[src/rtl/layer_pkg.sv]
// layer_pkg: shared defaults, loader state encoding and activation type for the layer loader.
package layer_pkg;
  localparam int DW_DEF = 8;
  localparam int N_IN_DEF = 30;
  localparam int NODE_LAT_DEF = 3;
  typedef enum logic {FILL, WAIT} state_t;
  typedef logic signed [DW_DEF-1:0] act_t;
endpackage

[src/rtl/layer_act_loader_lat_timer.sv]
// lat_timer: loadable down-counter that fires a one-cycle done pulse LAT edges after load.
module lat_timer #(
  parameter int LAT = 3
) (
  input  logic clk,
  input  logic reset,
  input  logic load,
  output logic expire,
  output logic done
);
  localparam int CW = LAT > 1 ? $clog2(LAT) : 1;
  logic [CW-1:0] cnt;
  logic active;
  assign expire = active && cnt == '0;
  always_ff @(posedge clk) begin
    if (reset) begin
      cnt <= '0;
      active <= 1'b0;
      done <= 1'b0;
    end else begin
      done <= expire;
      if (load) begin
        cnt <= CW'(LAT - 1);
        active <= 1'b1;
      end else if (expire) active <= 1'b0;
      else if (active) cnt <= cnt - 1'b1;
    end
  end
endmodule

[src/rtl/layer_act_loader.sv]
// layer_act_loader: assembles a byte-serial activation stream into one atomic parallel vector and times node latency.
// Optional LAYER_ACT_LOADER_OVERLAP_EN: keep filling the next vector during WAIT, holding back only the final slot.
module layer_act_loader
  import layer_pkg::*;
#(
  parameter int N_IN = N_IN_DEF,
  parameter int DW = DW_DEF,
  parameter int NODE_LAT = NODE_LAT_DEF
) (
  input  logic               clk,
  input  logic               reset,
  input  logic [DW-1:0]      s_data,
  input  logic               s_valid,
  input  logic               s_last,
  output logic               s_ready,
  output logic [N_IN*DW-1:0] act_bus,
  output logic               act_valid,
  output logic               res_valid,
  output logic               busy,
  output logic               err
);
  localparam int IW = $clog2(N_IN);
  localparam logic [IW-1:0] LAST = IW'(N_IN - 1);
  state_t state, state_nx;
  logic [IW-1:0] idx, idx_nx;
  logic [DW-1:0] shadow [N_IN-1];
  logic xfer, at_last, commit, frame_err, ready_nx, expire;
  always_comb begin
    xfer = s_valid & s_ready;
    at_last = idx == LAST;
    commit = xfer & at_last & s_last;
    frame_err = xfer & (s_last ^ at_last);
    idx_nx = !xfer ? idx : (at_last | s_last) ? '0 : idx + IW'(1);
    state_nx = commit ? WAIT : (state == WAIT && expire) ? FILL : state;
`ifdef LAYER_ACT_LOADER_OVERLAP_EN
    ready_nx = state_nx == FILL || idx_nx != LAST;
`else
    ready_nx = state_nx == FILL;
`endif
  end
  always_ff @(posedge clk) begin
    if (reset) state <= FILL;
    else state <= state_nx;
  end
  always_ff @(posedge clk) begin
    if (reset) begin
      idx <= '0;
      s_ready <= 1'b1;
      act_valid <= 1'b0;
      err <= 1'b0;
      act_bus <= '0;
      for (int k = 0; k < N_IN - 1; k++) shadow[k] <= '0;
    end else begin
      idx <= idx_nx;
      s_ready <= ready_nx;
      act_valid <= commit;
      err <= err | frame_err;
      if (xfer && !at_last) shadow[idx] <= s_data;
      // whole vector lands on one edge so nodes never see a mix of old and new slots
      if (commit) begin
        for (int k = 0; k < N_IN - 1; k++) act_bus[k*DW +: DW] <= shadow[k];
        act_bus[(N_IN-1)*DW +: DW] <= s_data;
      end
    end
  end
  assign busy = state == WAIT;
  lat_timer #(.LAT(NODE_LAT)) u_timer (
    .clk(clk),
    .reset(reset),
    .load(commit),
    .expire(expire),
    .done(res_valid)
  );
endmodule

[config.mk]
export PLATFORM = sky130hd
export DESIGN_NAME = layer_act_loader
export DESIGN_NICKNAME = d
export VERILOG_FILES = /design/src/rtl/layer_pkg.sv /design/src/rtl/layer_act_loader_lat_timer.sv /design/src/rtl/layer_act_loader.sv
export SDC_FILE = /design/constraint.sdc
export NUM_CORES = 1
export LEC_CHECK = 0
export ABC_AREA = 1
export CORE_MARGIN = 5
export CORE_UTILIZATION = 59
export CTS_CLUSTER_DIAMETER = 100
export DETAILED_ROUTE_END_ITERATION = 7
export GPL_TIMING_DRIVEN = 0
export PLACE_DENSITY = 0.85
export SYNTH_ARGS = -nofsm -noshare
export SYNTH_HDL_FRONTEND = slang
export SYNTH_HIERARCHICAL = 1
export SYNTH_SLANG_ARGS = --single-unit
[constraint.sdc]
create_clock -name clk -period 6.2 [get_ports clk]
set_input_delay 0.93 -clock clk [delete_from_list [all_inputs] [get_ports clk]]
set_output_delay 0.93 -clock clk [all_outputs]
set_load 0.01 [all_outputs]
==> run summary <==
Die width = 191 um
Fill cells = 2240
Worst R2R Start = idx[4]
RSZ-0062 raised after global routing = no
Hold_sp = u_timer/cnt[0]
CTS tree = yes
Share of Yosys cell area claimed by the top area cell type = 36.1%
Drt first-iter violations = 1499
I/O pin count = 257
Sequential cell area = 12000 um2
Share of layout cells above drive strength 1 = 6.85%
Crit path capture type = register
Fmax = 292 MHz
Top-count cell post-synth = nor2_1
Post-Syn Area = 19300 um2
Actual slew at the worst max-slew pin = 1160 ps
Area of the multi-input gates = 5540 um2
R2R Path End = shadow[2][4]
Fin Clk Skew = 15.7 ps
Status = finished, final reports clean
Worst R2R Path Depth = 4
Setup_tns = 0 ps
Post-synth EDFFs = 232
Largest area contributor in the netlist = edfxtp_1
RePlAce Congestion = 0.874
Register area share after synthesis = 62.4%
Max-Cap Viols = 0
Root Driver = clkbuf_16
Crit-path max FO = 10
Gate power share = 4.1%
Main synth FF type = dfxtp_1
Total GRT Usage = 28.6%
Worst vdd ir = 187 uV
DR vias/cell = 5.33
Commonest cells in the netlist = nor2_1 (656), nand2_1 (289), inv_1 (262), dfxtp_1 (253), nand3_1 (246)
Reg2Reg Setup Slack = 3310 ps
Antenna violations before repair = 2
Startpoint types = input port
Final min period = 3420 ps
# DRC = 0
Final Core Density = 74.0%
# Post-CTS Setup Buffers = 0
Switching Fraction = 21.6%
Sequential share of power = 52.1%
Worst EP arrival = 3590 ps
Initial core utilization = 59.6%
Syn_nets = 2227
Net count reported at finish = 2533
Clock Power Share = 43.7%
Depth of the worst hold-timing path = 2
Final setup viols = 0
Port Buffers = 256
GR Overflow Total = 0
Die Y = 191 um
Skew-Pair Late Insertion Delay = 550 ps
Critical Path RT = 6370 ps
Num rows = 66
Crit Path Class = input port to register
Remaining antenna violation count = 0
CTS clk-pin slew, worst paths = 60 ps
Internal = 5150 uW
Final hold vios = 0
PD cells = 274 nW/um2
Static leakage = 0.00979 uW
CTS Buf Count = 48
Sw Pwr = 1420 uW
Hold WC Path Type = register to register
Via count of the first global-routing pass = 15700
Clock buffer depth = 3
Netlist cell types = 25
Detailed Route WL = 52600 um
Slew headroom = 21.9%
First-pass GRT wire length = 81900 um
Largest net degree at the start of global routing = 16
Drt first pass iters = 6
Area Overhead vs Synth = 24.3%
Synth top area cells = edfxtp_1 (36%), dfxtp_1 (26%), nor2_1 (13%)
Hold_buf cts = 0
Die Area = 36400 um2
Clock sink count = 485
Post-DR wirelength/cell = 17.5 um
Ys Warns = 238
Post-cts gate resize count = 0
Hold Path End = u_timer/cnt[0]
Final count of pins violating max slew = 0
Synth Register Bits = 485
Fraction of registers with async set/reset = 0%
Clock H-tree levels = 2
Avg Cell Area, Syn = 8.73 um2
Detail Placement HPWL = 36600 um
Cells after synthesis = 2209
Std-Cell Core Area = 32400 um2
Fin crit share = 55.2%
Via count = 16000
-- how the worst max path moves through the flow --
stage	start	endpoint
final	reset	shadow[28][2]
after global routing	reset	shadow[2][4]
after CTS	reset	shadow[28][2]
after detailed placement	reset	shadow[28][2]
after global placement	reset	shadow[28][2]
after floorplan	s_valid	shadow[0][0]
-- cell usage in the layout, fill, tap and decap left out --
cell type and n:
a21oi_1 4, inv_6 2, nand2_1 289, edfxtp_1 232, o21ai_0 8, nor3_1 75
nor2_2 2, clkbuf_16 50, nand2_2 5, a21oi_2 1, clkbuf_8 10, dfxtp_1 253
buf_4 24, clkinv_1 2, diode_2 1, nor2_1 656, clkinv_2 6, buf_1 25
nand4_1 4, nand3b_1 1, nand3_1 246, nand4_2 10, clkdlybuf4s50_1 256, clkbuf_1 56
bufinv_16 2, inv_2 1, buf_2 61, or2_1 1, inv_1 262, ha_1 6
o21ai_1 3, nor2_4 1, a22o_1 1
-- critical path, cell delays in order --
cell	delay, ps
clkdlybuf4s50_1	610
inv_1	150
buf_2	320
buf_2	350
clkbuf_1	690
nand2_1	530
-- cells by family after synthesis --
kind of cell,after synthesis,synth area share [%]
fa+ha+maj,6,0.389
compound gates,17,0.480
simple gates,1290,27.9
buf+inv,411,8.86
flops,485,62.4
-- state kept, by name, indices dropped and copies added (netlist names) --
signal,cells
shadow,232
u_timer/done,1
busy,1
s_ready,1
u_timer/cnt,2
err,1
act_bus,240
u_timer/active,1
idx,5
act_valid,1
-- layout make-up --
class	count	area share (%)
inverters	263	4.12
flip-flops and latches	485	50.2
clock buffers	78	6.08
plain buffers	148	3.01
well taps	442	2.31
clock inverters	12	0.480
repair buffers	256	10.7
multi-input cells	1313	23.1
diodes	1	0.0104
-- layer usage --
layer | track usage, % | vias up | part of all wire [%]
li1 | - | 7546 | -
met1 | 35.6 | 7439 | 37
met2 | 47.5 | 820 | 48
met3 | 6.44 | 175 | 9.8
met4 | 13.9 | 2 | 5.0
met5 | 0 | - | 0.038
-- power by group through the flow --
| stage | Combinational, uW | Clock [uW] | Sequential, uW |
|---|---|---|---|
| detailed placement | 261 | 0 | 3490 |
| global placement | 252 | 0 | 3490 |
| CTS | 264 | 2890 | 3420 |
| finish | 270 | 2870 | 3420 |
| global route | 293 | 3040 | 3430 |
| floorplan | 167 | 0 | 3490 |
-- through the flow --
step | cells | worst slack (ps) | hold WS [ps] | total power (uW) | instance area (um2)
after global routing | 2998 | 2740 | 498 | 6760 | 24000
after CTS | 2997 | 2790 | 466 | 6580 | 24000
after detailed placement | 2907 | 2230 | 457 | 3750 | 22400
after global placement | 2907 | 2310 | 445 | 3740 | 22400
final | 2998 | 2780 | 469 | 6570 | 24000
after floorplan | 2209 | 3610 | 435 | 3650 | 19300
No activity file was read; power rests on OpenSTA's default activity.
